File: config.mk
export PLATFORM = sky130hd
export DESIGN_NAME = fetch_unit
export DESIGN_NICKNAME = d
export VERILOG_FILES = /design/src/rtl/fetch_unit.sv
export SDC_FILE = /design/constraint.sdc
export NUM_CORES = 1
export LEC_CHECK = 0
export CAP_MARGIN = 15
export CORE_MARGIN = 2
export CORE_UTILIZATION = 43
export DETAILED_ROUTE_END_ITERATION = 12
export PLACE_DENSITY = 0.86
export RECOVER_POWER = 100
export SYNTH_ARGS = -nofsm -noshare
export SYNTH_HDL_FRONTEND = slang
export SYNTH_SLANG_ARGS = --single-unit
File: constraint.sdc
create_clock -name clk -period 3.2 [get_ports clk]
set_input_delay 0.8 -clock clk [delete_from_list [all_inputs] [get_ports clk]]
set_output_delay 0.8 -clock clk [all_outputs]
set_load 0.05 [all_outputs]
File: src/rtl/fetch_unit.sv
// ----------------------------------------------------------------------------
// fetch_unit
//
// Instruction-fetch front end. Owns the program counter, drives the
// instruction memory read port and presents {pc, instr} to the IF/ID
// register through a valid/ready handshake. EX redirects (taken branches
// and jumps) replace the sequential address for the cycle they are
// asserted. Halt freezes fetching while the debug loader owns the memory.
//
// The instruction memory returns data one cycle after a read_en=1 edge and
// holds it while read_en=0. Because of that, the presented instruction is
// simply the memory output. Only the PC of that word and a valid flag are
// tracked here.
//
// Optional feature:
//   FETCH_PERF_EN  When defined, fetch_count and stall_count are live
//                  32-bit wrapping counters. When undefined, both ports
//                  read 32'h0 and no counter flops exist.
//
// Parameters:
//   RESET_PC  PC of the first fetch after reset.
//   PC_STEP   Sequential PC increment in bytes.
//
// Ports:
//   clk          in   1   Clock; all state updates on posedge.
//   reset        in   1   Asynchronous, active-high reset.
//   imem_addr    out  32  Fetch address; bits [1:0] always 0.
//   imem_read_en out  1   Fetch request; memory captures on the same edge.
//   imem_data    in   32  Instruction memory data_out.
//   halt         in   1   Freeze fetching (debug program load).
//   redirect     in   1   Taken branch/jump from EX.
//   redirect_pc  in   32  Redirect target; bits [1:0] ignored.
//   if_valid     out  1   if_pc/if_instr carry a live instruction.
//   if_ready     in   1   IF/ID accepts when if_valid && if_ready.
//   if_pc        out  32  PC of the presented instruction.
//   if_instr     out  32  Presented instruction (equals imem_data).
//   fetch_count  out  32  Accepted-instruction count.
//   stall_count  out  32  Cycles with if_valid && !if_ready.
// ----------------------------------------------------------------------------
module fetch_unit #(
    parameter logic [31:0] RESET_PC = 32'h0000_0000,
    parameter int unsigned PC_STEP  = 4
) (
    input  logic        clk,
    input  logic        reset,
    output logic [31:0] imem_addr,
    output logic        imem_read_en,
    input  logic [31:0] imem_data,
    input  logic        halt,
    input  logic        redirect,
    input  logic [31:0] redirect_pc,
    output logic        if_valid,
    input  logic        if_ready,
    output logic [31:0] if_pc,
    output logic [31:0] if_instr,
    output logic [31:0] fetch_count,
    output logic [31:0] stall_count
);

    localparam logic [31:0] STEP = 32'(PC_STEP);

    // Next sequential fetch address.
    logic [31:0] pc_q;
    logic [31:0] pc_d;
    // A fetched word is present on imem_data.
    logic        rsp_valid_q;
    logic        rsp_valid_d;
    // PC of the word present on imem_data.
    logic [31:0] rsp_pc_q;
    logic [31:0] rsp_pc_d;

    logic [31:0] tgt;
    logic [31:0] fetch_addr;
    logic        fire;
    logic        accept;

    always_comb begin
        tgt        = redirect_pc & ~32'h3;
        fetch_addr = redirect ? tgt : pc_q;
        // A new fetch is allowed when the slot is empty, when the current
        // word leaves this cycle, or when the current word is being
        // squashed by a redirect. Halt overrides everything.
        fire       = !halt && (redirect || !rsp_valid_q || if_ready);
        // Handshake completes only on a non-squashed word.
        accept     = rsp_valid_q && !redirect && if_ready;
    end

    always_comb begin
        pc_d        = pc_q;
        rsp_valid_d = rsp_valid_q;
        rsp_pc_d    = rsp_pc_q;

        if (fire) begin
            rsp_pc_d    = fetch_addr;
            rsp_valid_d = 1'b1;
            pc_d        = fetch_addr + STEP;   // wraps mod 2^32
        end else if (halt && redirect) begin
            // Remember the target so fetch resumes there once halt drops;
            // the in-flight word is squashed.
            pc_d        = tgt;
            rsp_valid_d = 1'b0;
        end else if (halt) begin
            if (accept) begin
                rsp_valid_d = 1'b0;
            end
        end
        // Remaining case is a plain stall: everything holds, and since
        // read_en is low the memory keeps presenting the same word.
    end

    always_ff @(posedge clk or posedge reset) begin
        if (reset) begin
            pc_q        <= RESET_PC;
            rsp_valid_q <= 1'b0;
            rsp_pc_q    <= 32'h0;
        end else begin
            pc_q        <= pc_d;
            rsp_valid_q <= rsp_valid_d;
            rsp_pc_q    <= rsp_pc_d;
        end
    end

    assign imem_addr    = fetch_addr;
    assign imem_read_en = fire;
    assign if_valid     = rsp_valid_q && !redirect;
    assign if_pc        = rsp_pc_q;
    assign if_instr     = imem_data;

`ifdef FETCH_PERF_EN
    logic [31:0] fetch_count_q;
    logic [31:0] fetch_count_d;
    logic [31:0] stall_count_q;
    logic [31:0] stall_count_d;

    always_comb begin
        fetch_count_d = fetch_count_q;
        stall_count_d = stall_count_q;
        if (if_valid && if_ready) begin
            fetch_count_d = fetch_count_q + 32'd1;
        end
        if (if_valid && !if_ready) begin
            stall_count_d = stall_count_q + 32'd1;
        end
    end

    always_ff @(posedge clk or posedge reset) begin
        if (reset) begin
            fetch_count_q <= 32'h0;
            stall_count_q <= 32'h0;
        end else begin
            fetch_count_q <= fetch_count_d;
            stall_count_q <= stall_count_d;
        end
    end

    assign fetch_count = fetch_count_q;
    assign stall_count = stall_count_q;
`else
    assign fetch_count = 32'h0;
    assign stall_count = 32'h0;
`endif

endmodule

* After elaboration in Yosys (flattened, before gate mapping) *
Index checks and enable logic that the tools add are counted.

word-level totals
  register bits after elaboration = 65
  bits in latches = 0
  RAM bits = 0
  memory bits (read-only) = 0
  bits of input ports = 69
  output and inout port bits = 162
  logic and storage cells = 24
  memories = 0

operators by class
  $add $sub $neg = 1
  multipliers = 0
  div/mod/pow operators = 0
  $lt $le $gt $ge = 0
  eq/ne operators = 0
  shift-type cells = 0
  multiplexer cells = 7
  bitwise logic cells = 0
  reductions and logical operators = 13

operator list
  kind                   number
  $mux 32                3
  $add 32x3->32 const B  1
  $reduce_bool 3->1      2
  $logic_and 1x1->1      4
  $mux 1                 4
  $logic_not 1->1        3
  $logic_or 1x1->1       2
  $reduce_and 2->1       1
  $reduce_bool 2->1      1

* Logic depth before layout (Yosys ltp) *
  word-level depth = 7
  gate-level depth with buffers = 12

* Least setup slack after synthesis *
Ideal clock, no wire load.

  path type = input port to flip-flop
  from = in redirect
  to = reg pc_q[26]
  setup time = 0.079 ns
  arrival = 3.076 ns
  required time = 3.121 ns
  setup slack = 0.045 ns
  stages = 12
  path through = buf_6 buf_4 buf_2 buf_2 mux2i_1 inv_1 ha_1 nand4b_1 nand2_1 nand2_1 nor4_1 mux2i_1

between the ends
  elaborated cells between the ends (all ways) = 8

RTL lines
  what                  line  RTL
  from (decl)           50    input logic redirect,
  $mux 32               79    fetch_addr = redirect ? tgt : pc_q;
  via imem_addr[3]      46    output logic [31:0] imem_addr,
  $add 32x3->32         96    pc_d = fetch_addr + STEP;
  $mux 32               93    if (fire) begin
  to (signal assigned)  117   pc_q <= pc_d;
  to (decl)             63    logic [31:0] pc_q;

The timed path passes the listed nets, and every way through them passes these cells.
A chain may end at the register's enable or synchronous reset.

* Worst setup path in the final report *
  from = in halt
  to = out imem_read_en

between the ends
  longest elaborated chain between the ends = 2

ends and longest elaborated chain
  what               line  RTL
  from (decl)        49    input logic halt,
  $logic_not 1->1    83    fire = !halt && (redirect || !rsp_valid_q || if_ready);
  $logic_and 1x1->1  83
  to (decl)          47    output logic imem_read_en,

No other way between the ends.

==> impl_metrics.env <==
export IMPL_run_status="finished, final reports clean"
export IMPL_num_antenna_cells=0
export IMPL_worstHoldPathType="flop to flop"
export IMPL_post_route_period_util_pct=93.9
export IMPL_finalWirelength_mm=10.0
export IMPL_netlist_area_leader_share_pct=37.2
export IMPL_startpoint_type="input port"
export IMPL_worst_slew_margin_rel_pct=17.7
export IMPL_avgViaCountPerCell=4.86
export IMPL_wl_met1_mm=4.11
export IMPL_timing_hold_violations_final=0
export IMPL_cts_inserted_buffers=9
export IMPL_core_region_area_um2=9820
export IMPL_drt_first_iter_violations=136
export IMPL_max_clock_path_buffers=2
export IMPL_synthMostInstantiatedCell="sky130_fd_sc_hd__buf_4"
export IMPL_max_freq_mhz=333
export IMPL_num_rows=36
export IMPL_synthCells=477
export IMPL_clkLatencyLatePin_ns=0.33
export IMPL_worst_slew_pin_transition_ns=1.23
export IMPL_number_of_top_level_design_ports=231
export IMPL_met2_length_mm=4.99
export IMPL_final_critical_path_setup_slack_ns=0.195
export IMPL_met3_wirelength_um=653
export IMPL_detailedPlacementHpwl_mm=7.44
export IMPL_worstReg2RegEnd="pc_q[28]"
export IMPL_hold_path_end="if_pc[1]"
export IMPL_ant_nets=0
export IMPL_comb_power_share_pct=38.4
export IMPL_synthesis_area_um2=4370
export IMPL_cts_setup_buffers=0
export IMPL_yosysUniqueCellTypes=49
export IMPL_synth_largest_area_cell="sky130_fd_sc_hd__dfrtp_1"
export IMPL_irDropWorstVdd_v=0.000254
export IMPL_power_switching_fraction_pct=41.9
export IMPL_grt_antenna_before_repair=0
export IMPL_placement_io_buffers=100
export IMPL_hold_buffers=0
export IMPL_clock_sink_count=65
export IMPL_post_place_ws_ns=0.312
export IMPL_stdcell_count=687
export IMPL_post_cts_resized_instances=0
export IMPL_max_cap_violations=0
export IMPL_remaining_drc_errors=0
export IMPL_top_signal_layer_used="met4"
export IMPL_drive_gt1_share_pct=11.9
export IMPL_postSynth_asyncResetShare_pct=100
export IMPL_postSynthAreaPerCell_um2=9.16
export IMPL_layout_area_overhead_vs_synth_pct=16.3
export IMPL_rrSetupSlack_ns=0.90
export IMPL_worstRegToRegCells=7
export IMPL_hold_depth=2
export IMPL_hold_slack_ns=0.471
export IMPL_pwr_share_clk_pct=25.7
export IMPL_grt_start_max_net_pins=51
export IMPL_track_usage_pct=18.4
export IMPL_rsz0062_at_grt="no"
export IMPL_seq_area_frac_synth_pct=37.2
export IMPL_seq_power_share_pct=35.9
export IMPL_detail_route_wl_per_cell_um=14.6
export IMPL_layout_filler_cells=951
export IMPL_synth_yosys_warnings=0
export IMPL_p_int_w=0.00160
export IMPL_critPathCaptureType="output port"
export IMPL_synth_main_ff_cell="sky130_fd_sc_hd__dfrtp_1"
export IMPL_power_per_cell_area_nw_per_um2=541
export IMPL_finalClockSkew_ns=0.00945
export IMPL_min_delay_start="if_pc[1]"
export IMPL_cp_arrival_ns=2.20
export IMPL_rr_startpoint="rsp_valid_q"
export IMPL_synth_commonest_cells="sky130_fd_sc_hd__buf_4 (99), sky130_fd_sc_hd__nand2_1 (85), sky130_fd_sc_hd__dfrtp_1 (65), sky130_fd_sc_hd__o21ai_0 (23), sky130_fd_sc_hd__xor2_1 (19)"
export IMPL_initial_core_utilization_pct=44.5
export IMPL_dieArea_um2=11000
export IMPL_cp_max_fo=11
export IMPL_route_vias_total=3340
export IMPL_synth_seq_cells=65
export IMPL_critPathRequiredTime_ns=2.40
export IMPL_setup_violations_final=0
export IMPL_setup_tns_ns=0
export IMPL_synth_edf_count=0
export IMPL_tritoncts="built"
export IMPL_worst_setup_path_type="input port to output port"
export IMPL_maxSlewViolCount=0
export IMPL_globalplace_congestion=0.841
export IMPL_utilization_of_the_core_after_routing_pct=51.8
export IMPL_num_nets_final=620
export IMPL_clk_pin_slew_worst_paths_ns=0.07
export IMPL_netSwitchingPower_w=0.00115
export IMPL_global_route_wire_length_before_repair_mm=16.4
export IMPL_cts_root_buffer_cell="sky130_fd_sc_hd__clkbuf_8"
export IMPL_drt_pass_1_iters=4
export IMPL_global_route_overflow_total=0
export IMPL_place_inst=672
export IMPL_post_synth_main_area_contributors="sky130_fd_sc_hd__dfrtp_1 (37%), sky130_fd_sc_hd__buf_4 (17%), sky130_fd_sc_hd__nand2_1 (7.3%)"
export IMPL_die_h_um=105
export IMPL_number_of_global_route_vias_before_repair=3253
export IMPL_fin_crit_ns=3.00
export IMPL_die_w_um=105
export IMPL_cts_htree_levels=3
export IMPL_leakage_nw=2.40
[placed cells by master (no fill, tap or decap), types with 11 or more instances in the layout]
master	instances
sky130_fd_sc_hd__clkbuf_2	11
sky130_fd_sc_hd__mux2i_1	18
sky130_fd_sc_hd__clkbuf_1	14
sky130_fd_sc_hd__inv_1	18
sky130_fd_sc_hd__o21ai_0	23
sky130_fd_sc_hd__xor2_1	19
sky130_fd_sc_hd__buf_4	19
sky130_fd_sc_hd__conb_1	64
sky130_fd_sc_hd__nand2_1	85
sky130_fd_sc_hd__clkdlybuf4s50_1	27
sky130_fd_sc_hd__nand3_1	14
sky130_fd_sc_hd__xnor2_1	14
sky130_fd_sc_hd__clkbuf_8	11
sky130_fd_sc_hd__dlygate4sd3_1	38
sky130_fd_sc_hd__dfrtp_1	65
[registers in the layout, indices dropped and copies added, names as in the netlist]
name / count
if_pc: 32
pc_q: 32
rsp_valid_q: 1
[metrics by stage]
step | power [W] | instance area, um2
finish | 0.00275 | 5080
global route | 0.00289 | 5080
CTS | 0.00285 | 5270
detailed placement | 0.00213 | 5070
global placement | 0.00211 | 5070
floorplan | 0.00195 | 4610
[critical path, stage by stage]
cell and delay [ns]:
sky130_fd_sc_hd__dlygate4sd3_1 0.58, sky130_fd_sc_hd__or2_2 0.33, sky130_fd_sc_hd__clkinv_2 0.17, sky130_fd_sc_hd__clkbuf_2 0.31
[area by class of cell]
type                    instances  area (um2)  share of cell area, %
clock inverters                 3        40.0                  0.787
clock buffers                  12         155                   3.05
flip-flops and latches         65        1630                   32.0
multi-input cells             340        2010                   39.5
inverters                      19        72.6                   1.43
well taps                     133         166                   3.27
repair buffers                115        1010                   20.0
[worst max path at each step]
stage               depth (start not counted)  slack (ns)             to            from
floorplan                                  12        0.04       pc_q[26]        redirect
global route                                5        0.14  imem_addr[13]        redirect
global placement                            5        0.35   imem_read_en        if_ready
detailed placement                          9        0.31       pc_q[26]  redirect_pc[3]
finish                                      4        0.20   imem_read_en            halt
CTS                                         5        0.32   imem_read_en        if_ready
[per-layer routing]
metal | vias to the layer above | track usage [%]
met5 | - | 0
met1 | 1604 | 22.5
met2 | 135 | 31.2
met3 | 32 | 3.87
li1 | 1569 | -
met4 | 0 | 7.90
[power groups by stage]
| stage | clock network, W | registers [W] | logic (W) |
|---|---|---|---|
| floorplan | 0 | 0.00119 | 0.000758 |
| global placement | 0 | 0.00100 | 0.00111 |
| detailed placement | 0 | 0.00101 | 0.00113 |
| CTS | 0.000728 | 0.000992 | 0.00113 |
| global route | 0.000766 | 0.00100 | 0.00112 |
| finish | 0.000706 | 0.000988 | 0.00106 |
[logic make-up (layout without fill, tap and decap cells)]
family,after synthesis,count (layout),share of synthesized area [%]
flip-flops,65,65,37.2
AO/OA/AOI/OAI,53,53,8.19
AND/OR/NAND/NOR,160,160,19.8
multiplexers,29,29,6.95
buffers and inverters,135,149,20.9
XOR/XNOR,33,33,6.61
other,1,64,0.0858
adder cells (fa/ha/maj),1,1,0.286
No activity file was read; power rests on OpenSTA's default activity.
